==> src/rtl/crossbar_pkg.sv <==
// Shared constants for the SRAM bank crossbar family (request side,
// response side and the SRAM wrapper).
package crossbar_pkg;

    localparam int MUX_IN_DEF  = 4;   // default number of PEs
    localparam int MUX_OUT_DEF = 4;   // default number of SRAM banks
    localparam int DATA_W      = 32;  // SRAM word width
    localparam int BIT_CONF    = 2;   // lowest address bit of the bank select (word interleave)
    localparam int N_BANK      = MUX_OUT_DEF;
    localparam int BANK_SEL_W  = $clog2(N_BANK);

    typedef logic [DATA_W-1:0] word_t;

    // Bank index addressed by a byte address.
    function automatic logic [BANK_SEL_W-1:0] bank_of(input logic [31:0] addr);
        return addr[BIT_CONF +: BANK_SEL_W];
    endfunction

endpackage

==> src/rtl/crossbar_resp_pipe.sv <==
// {sel, rd} delay line for one bank. Depth matches the SRAM read latency so
// the owner selection lines up with the bank's read data. No enable: every
// stage advances every cycle.
module crossbar_resp_pipe
    import crossbar_pkg::*;
#(
    parameter int N     = MUX_IN_DEF,
    parameter int DEPTH = 1
) (
    input  logic         clk,
    input  logic         rst_n,
    input  logic [N-1:0] sel_i,
    input  logic         rd_i,
    output logic [N-1:0] sel_o,
    output logic         rd_o
);

    logic [DEPTH-1:0][N-1:0] sel_q, sel_d;
    logic [DEPTH-1:0]        rd_q, rd_d;

    // Shift: stage 0 takes the new capture, each later stage takes its predecessor.
    always_comb begin
        sel_d    = '0;
        rd_d     = '0;
        sel_d[0] = sel_i;
        rd_d[0]  = rd_i;
        for (int i = 1; i < DEPTH; i++) begin
            sel_d[i] = sel_q[i-1];
            rd_d[i]  = rd_q[i-1];
        end
    end

    // Stage registers; reset drops everything in flight.
    always_ff @(posedge clk or negedge rst_n) begin
        if (!rst_n) begin
            sel_q <= '0;
            rd_q  <= '0;
        end else begin
            sel_q <= sel_d;
            rd_q  <= rd_d;
        end
    end

    assign sel_o = sel_q[DEPTH-1];
    assign rd_o  = rd_q[DEPTH-1];

endmodule

==> src/rtl/crossbar_out_resp.sv <==
// Response-side crossbar: grants, delayed owner tracking per bank, response
// steering back to the PEs and saturating per-PE conflict counters.
// RD_LATENCY must be 1 or 2 to match the SRAM macro.
module crossbar_out_resp
    import crossbar_pkg::*;
#(
    parameter int MUX_IN     = MUX_IN_DEF,
    parameter int MUX_OUT    = MUX_OUT_DEF,
    parameter int RD_LATENCY = 1,
    parameter int CNT_W      = 16
) (
    input  logic                      clk,
    input  logic                      rst_n,
    input  logic [MUX_IN-1:0]         rden_i,
    input  logic [MUX_IN-1:0]         wren_i,
    input  logic [MUX_OUT*MUX_IN-1:0] peID_i,
    input  logic [MUX_OUT*DATA_W-1:0] rdata_i,
    input  logic                      clr_cnt_i,
    output logic [MUX_IN-1:0]         gnt_o,
    output logic [MUX_IN-1:0]         resp_valid_o,
    output logic [MUX_IN-1:0]         resp_rd_o,
    output logic [MUX_IN*DATA_W-1:0]  rdata_o,
    output logic [MUX_IN*CNT_W-1:0]   conflict_cnt_o
);

    logic [MUX_IN-1:0]                req;
    logic [MUX_IN-1:0]                stall;
    logic [MUX_OUT-1:0][MUX_IN-1:0]   sel0;
    logic [MUX_OUT-1:0]               rd0;
    logic [MUX_OUT-1:0][MUX_IN-1:0]   sel_q;
    logic [MUX_OUT-1:0]               rd_q;
    logic [MUX_IN-1:0][CNT_W-1:0]     cnt_q, cnt_d;

    // Grant is the OR of every bank's owner vector; purely combinational, not reset-gated.
    always_comb begin
        gnt_o = '0;
        for (int b = 0; b < MUX_OUT; b++) begin
            gnt_o = gnt_o | peID_i[b*MUX_IN +: MUX_IN];
        end
    end

    assign req   = rden_i | wren_i;
    assign stall = req & ~gnt_o;

    // Per-bank capture; a PE raising both rden and wren is treated as a write.
    always_comb begin
        sel0 = '0;
        rd0  = '0;
        for (int b = 0; b < MUX_OUT; b++) begin
            sel0[b] = peID_i[b*MUX_IN +: MUX_IN];
            rd0[b]  = |(peID_i[b*MUX_IN +: MUX_IN] & rden_i & ~wren_i);
        end
    end

    for (genvar b = 0; b < MUX_OUT; b++) begin : g_bank
        crossbar_resp_pipe #(
            .N     (MUX_IN),
            .DEPTH (RD_LATENCY)
        ) u_pipe (
            .clk   (clk),
            .rst_n (rst_n),
            .sel_i (sel0[b]),
            .rd_i  (rd0[b]),
            .sel_o (sel_q[b]),
            .rd_o  (rd_q[b])
        );
    end

    // Response mux: route each bank's last stage to its owner; writes ack with zero data.
    always_comb begin
        resp_valid_o = '0;
        resp_rd_o    = '0;
        rdata_o      = '0;
        for (int p = 0; p < MUX_IN; p++) begin
            for (int b = 0; b < MUX_OUT; b++) begin
                if (sel_q[b][p]) begin
                    resp_valid_o[p] = 1'b1;
                    if (rd_q[b]) begin
                        resp_rd_o[p]              = 1'b1;
                        rdata_o[p*DATA_W +: DATA_W] = rdata_i[b*DATA_W +: DATA_W];
                    end
                end
            end
        end
    end

    // Counter next state: clear wins, otherwise count stalls until all ones.
    always_comb begin
        cnt_d = cnt_q;
        for (int p = 0; p < MUX_IN; p++) begin
            if (clr_cnt_i) begin
                cnt_d[p] = '0;
            end else if (stall[p] && (cnt_q[p] != {CNT_W{1'b1}})) begin
                cnt_d[p] = cnt_q[p] + CNT_W'(1);
            end
        end
    end

    // Conflict counter registers.
    always_ff @(posedge clk or negedge rst_n) begin
        if (!rst_n) begin
            cnt_q <= '0;
        end else begin
            cnt_q <= cnt_d;
        end
    end

    assign conflict_cnt_o = cnt_q;

`ifndef SYNTHESIS
    for (genvar b = 0; b < MUX_OUT; b++) begin : g_chk_bank
        a_peid_onehot : assert property (@(posedge clk) disable iff (!rst_n)
            $onehot0(peID_i[b*MUX_IN +: MUX_IN]));
    end

    for (genvar p = 0; p < MUX_IN; p++) begin : g_chk_pe
        logic [MUX_OUT-1:0] col;
        // Gather this PE's bit from every bank's last stage.
        always_comb begin
            col = '0;
            for (int b = 0; b < MUX_OUT; b++) begin
                col[b] = sel_q[b][p];
            end
        end
        a_one_bank_per_pe : assert property (@(posedge clk) disable iff (!rst_n)
            $onehot0(col));
    end
`endif

endmodule

==> config.mk <==
export PLATFORM = sky130hd
export DESIGN_NAME = crossbar_out_resp
export DESIGN_NICKNAME = d
export VERILOG_FILES = /design/src/rtl/crossbar_pkg.sv /design/src/rtl/crossbar_resp_pipe.sv /design/src/rtl/crossbar_out_resp.sv
export SDC_FILE = /design/constraint.sdc
export NUM_CORES = 1
export LEC_CHECK = 0
export CAP_MARGIN = 20
export CORE_MARGIN = 2
export CORE_UTILIZATION = 40
export DETAILED_ROUTE_END_ITERATION = 8
export PLACE_DENSITY = 0.76
export SLEW_MARGIN = 10
export SYNTH_ARGS = -nofsm -noshare
export SYNTH_HDL_FRONTEND = slang
export SYNTH_SLANG_ARGS = --single-unit
==> constraint.sdc <==
create_clock -name clk -period 2.3 [get_ports clk]
set_clock_uncertainty 0.05 [all_clocks]
set_input_delay 0.23 -clock clk [delete_from_list [all_inputs] [get_ports clk]]
set_output_delay 0.23 -clock clk [all_outputs]
set_load 0.02 [all_outputs]
# --- Word-level counts from Yosys, hierarchy flattened ---
# Index checks and enable logic that the tools add are counted.
word_totals:
  ff_bits: 84
  inputBits: 155
  wordCells: 129
op_classes:
  n_addsub: 4
  eq_ne: 4
  muxes: 82
  bitwise_logic: 15
  reduce_logical: 12
ops:
  columns: ["cell", "n"]
  rows:
  - ["32-bit 2-to-1 mux", 29]
  - ["16-bit 2-to-1 mux", 8]
  - ["16-bit by 1-bit adder with 16-bit output, second input constant", 4]
  - ["16-bit != test, second input constant", 4]
  - ["1-bit 2-to-1 mux", 45]
  - ["4-bit bitwise AND", 9]
  - ["4-bit OR", 4]
  - ["4-bit OR reduction", 4]
  - ["4-bit NOT", 2]
  - ["2-bit nonzero test", 4]
  - ["1-bit logical AND", 4]

# --- Logic depth before layout (Yosys ltp) ---
depth:
  word_depth: 8
  mapped_depth: 6
  depth_no_buf: 5

# --- Hierarchy ---
# Synthesis repeated with hierarchy kept, for this count alone.
hier_totals:
  cells_unflattened: 1186
  hier_area_um2: 8562.0
by_module_without_submodules:
  columns: ["mod", "n_inst", "cells_per_inst", "area_per_inst_um2"]
  rows:
  - ["crossbar_out_resp", 1, 1166, 8061.5]
  - ["crossbar_resp_pipe", 4, 5, 125.1]

# --- Least setup slack after synthesis ---
# No wires, ideal clock.
synth_timing:
  kind: "reg-to-output"
  from: "register g_bank[1].u_pipe.rd_q"
  to: "output port rdata_o[0]"
  t_arrival_ns: 1.842
  required_time_ns: 2.020
  slack_ns: 0.178
  path_stages_with_launch: 7
  n_path_buf: 2
  path_cell_list: "dfrtp_1 -> and2_1 -> clkbuf_1 -> nor2_1 -> clkbuf_1 -> a221oi_1 -> o31ai_1"
synth_between:
  elab_chain_cells: 6
synth_lines:
  columns: ["item", "line_no", "text"]
  rows:
  - ["start: declaration", "crossbar_resp_pipe.sv:19", "logic [DEPTH-1:0] rd_q, rd_d;"]
  - ["start signal: assignment", "crossbar_resp_pipe.sv:40", "rd_q <= rd_d;"]
  - ["32-bit 2-to-1 mux (*)", "crossbar_out_resp.sv:78", "if (rd_q[b]) begin"]
  - ["32-bit 2-to-1 mux (*)", "crossbar_out_resp.sv:76", "if (sel_q[b][p]) begin"]
  - ["32-bit 2-to-1 mux", "crossbar_out_resp.sv:78", null]
  - ["32-bit 2-to-1 mux (*)", "crossbar_out_resp.sv:76", null]
  - ["32-bit 2-to-1 mux", "crossbar_out_resp.sv:78", null]
  - ["32-bit 2-to-1 mux (*)", "crossbar_out_resp.sv:76", null]
  - ["end: declaration", "crossbar_out_resp.sv:22", "output logic [MUX_IN*DATA_W-1:0] rdata_o,"]
# Mark *: on every way between the ends. The rest lies on a longest branch, timed or not.

# --- Worst setup path in the final report ---
layout_timing:
  from: "register g_bank[1].u_pipe.rd_q"
  to: "output port rdata_o[109]"
# The elaborated chain is that of the path after synthesis.

==> results.json <==
{
  "status": "finished with violations",
  "violations": "setup timing",
  "max-clock-path-buffers": 2,
  "die_x_um": 150.6,
  "syn_to_final_growth_pct": 59.32,
  "min_to": "conflict_cnt_o[8]$_DFFE_PN0P_",
  "fin_area_um2": 13690,
  "clk_latency_ns": 0.34,
  "hold_viol": 0,
  "crit_top_cell": "buf_12",
  "grt_overflow": 0,
  "grt_pass1_vias": 11186,
  "clk_pin_slew_ns": 0.07,
  "cts_buffers": 9,
  "synth_nets": 1336,
  "power_uw": 6050,
  "grt_util_all_layers_pct": 34.75,
  "dp.final_hpwl_mm": 29.69,
  "drcViolationCount": 0,
  "final_antenna_net_count": 0,
  "wl_per_cell_um": 23.23,
  "io_pins": 359,
  "r2r_cells": 6,
  "min_from": "clr_cnt_i",
  "avgViaCountPerCell": 6.673,
  "switchingPower_uw": 2459,
  "coreArea_um2": 21090,
  "cap_violations": 0,
  "p_seq_share_pct": 25.3,
  "vias": 12132,
  "rr_endpoint": "conflict_cnt_o[51]$_DFFE_PN0P_",
  "critPathKind": "flop to output port",
  "crit_buf_inv": 3,
  "layout_common_cells": "clkdlybuf4s50_1 (221), nand2_1 (166), nor2_1 (148)",
  "die_y_um": 150.6,
  "crit_chain": "nand2_1 -> buf_12 -> buf_12 -> nand4_1 -> a311oi_2 -> a21o_1 -> clkdlybuf4s15_2",
  "synth.largest_area_cell": "dfrtp_1",
  "critical_path.top_delay_family": "buffers and inverters",
  "swShare_pct": 40.66,
  "comb_power_share_pct": 51.1,
  "rsz0062_at_grt": "true",
  "start_kind": "flop",
  "crit_path_end_kind": "output port",
  "cp_max_fo": 13,
  "min_period_over_period_pct": 102.7,
  "grt_max_degree": 51,
  "ys_warn_count": 0,
  "rows": 53,
  "htreeDepth": 3,
  "n_antenna_cell": 0,
  "synth.top_cell.area_share_pct": 24.45,
  "cpMaxStageDelayCell": "dfrtp_2",
  "tritoncts": "built",
  "finalWeightedCongestion": 0.9505,
  "pwr-share-clk_pct": 23.5,
  "max_freq_mhz": 423.2,
  "power_density_nw_per_um2": 441.8,
  "p_leak_uw": 0.005659,
  "layout-drive-gt1-share_pct": 21.84,
  "dr.pass1.iters": 8,
  "slowest_delay_ns": 0.44,
  "nNetsFinal": 1697,
  "ys_seq_elements": 84,
  "drt_iter0_drc": 1424,
  "max_slew.worst_pin.slew_ns": 0.7309,
  "max_slew_margin_pct": 50.87,
  "syn_inst": 1177,
  "initial_utilization_pct": 40.76,
  "peakVddDrop_v": 0.0003362,
  "drv_slew": 0,
  "synthFlopType": "dfrtp_1",
  "r2r_slack_ns": 0.18,
  "cts-root-buf": "clkbuf_16",
  "cts.sinks": 84,
  "min_path_cells": 2,
  "io_buffer_count": 358,
  "final_common_cell": "clkdlybuf4s50_1",
  "seq_area_frac_synth_pct": 24.45,
  "synth_edf_count": 0,
  "crit_arrival_ns": 2.08,
  "die-area_um2": 22680,
  "routed_wirelength_mm": 42.24,
  "setup_slack_ns": -0.06294,
  "required_ns": 2.02,
  "final-setup-viol-count": 11,
  "grt_pass1_wl_mm": 62.84,
  "dp_slack_ns": -0.1989,
  "rr_startpoint": "conflict_cnt_o[48]$_DFFE_PN0P_",
  "synth.avg_cell_area_um2": 7.303,
  "min_period_ns": 2.363,
  "synth_area_um2": 8596,
  "hold_class": "input pin to flop",
  "p_int_uw": 3590,
  "antenna_found_initial": 1,
  "async_reset_ff_share_pct": 100.0,
  "setup_total_negative_slack_ns": -0.3067,
  "dpl_cell_area_um2": 13260,
  "netlist_top_cells_area": "dfrtp_1 (24%), a311oi_1 (9.1%), nand4_1 (7.7%)",
  "synth.distinct_cells": 52
}
## synth_stat cells, types with 3 or more instances
cell type / instances
ha_1: 4
o31ai_1: 71
nor2b_1: 17
nor2_1: 152
o211ai_1: 4
a222oi_1: 9
o41ai_1: 3
nor3_1: 4
inv_1: 12
o21ai_0: 10
nand4_1: 106
and4_1: 6
dfrtp_1: 84
or4_1: 34
a221oi_1: 31
nand2_1: 172
nor4_4: 4
o21ai_1: 3
a21o_1: 87
mux2_1: 13
or3_1: 9
a21oi_1: 40
clkbuf_1: 118
and2_1: 11
a22oi_1: 8
o311ai_0: 3
nand3_1: 16
a311oi_1: 89
and3_1: 10
nor4_1: 14
nand4b_1: 3
## cell type report
class	count	area, um^2
Clock inverter	6	56.30
Multi-Input combinational cell	960	6324
Timing Repair Buffer	471	4581
Fill cell	1886	7393
Clock buffer	10	239.0
Inverter	12	45.04
Sequential cell	84	2106
Tap cell	275	344.1
## kinds of logic (layout without fill, tap and decap cells)
| family | count (synthesis) | count (layout) | synth area share [%] |
|---|---|---|---|
| flops | 84 | 84 | 24.45 |
| mux | 15 | 15 | 1.936 |
| simple gates | 573 | 573 | 34.29 |
| compound gates | 368 | 368 | 32.82 |
| buf+inv | 133 | 499 | 5.910 |
| fa+ha+maj | 4 | 4 | 0.5823 |
## how the worst max path moves through the flow
stage | startpoint | cells after the start | endpoint | slack (ns)
6_report | g_bank[1].u_pipe.rd_o$_DFF_PN0_ | 7 | rdata_o[109] | -0.06
5_1_grt | g_bank[1].u_pipe.rd_o$_DFF_PN0_ | 7 | rdata_o[107] | -0.11
4_1_cts | g_bank[1].u_pipe.rd_o$_DFF_PN0_ | 6 | rdata_o[116] | -0.03
3_5_place_dp | rdata_i[15] | 5 | rdata_o[79] | -0.20
3_3_place_gp | rdata_i[15] | 5 | rdata_o[79] | -0.18
2_1_floorplan | g_bank[1].u_pipe.rd_o$_DFF_PN0_ | 6 | rdata_o[0] | 0.18
## layer usage
layer  vias up  global-route usage (%)  routed length [um]
met1      5708                   45.21               15850
li1       5324                       -                   -
met5         -                       0                  13
met2       900                   54.07               19110
met3       198                   7.273                4691
met4         2                   18.60                2570
## flip-flops by register name, summed over array words and instances, names as in the netlist
name / flops
conflict_cnt_o: 64
g_bank.u_pipe.sel_o: 16
g_bank.u_pipe.rd_o: 4
## power by group through the flow
stage,clock network (uW),logic [uW],registers (uW)
floorplan,0,1420,1550
global placement,0,3100,1550
detailed placement,0,3110,1560
CTS,1450,2980,1530
global route,1520,3240,1540
finish,1420,3090,1530
## metrics by stage
stage	hold WS, ns	utilization, %	cells
after floorplan	-0.1156	-	1177
after global placement	0.1520	62.89	1792
after detailed placement	0.1548	62.89	1792
after CTS	0.2803	64.68	1810
after global routing	0.3039	64.94	1818
final	0.2889	64.94	1818
## what timing repair did
item,CTS,global route
endpoints found under the hold margin,30,0
cloned,1,5
setup buffers,0,3
hold buffers,1,0
gates resized for setup,339,200
pin swaps,7,16
setup endpoints to repair,130,132
No activity file was read; power rests on OpenSTA's default activity.
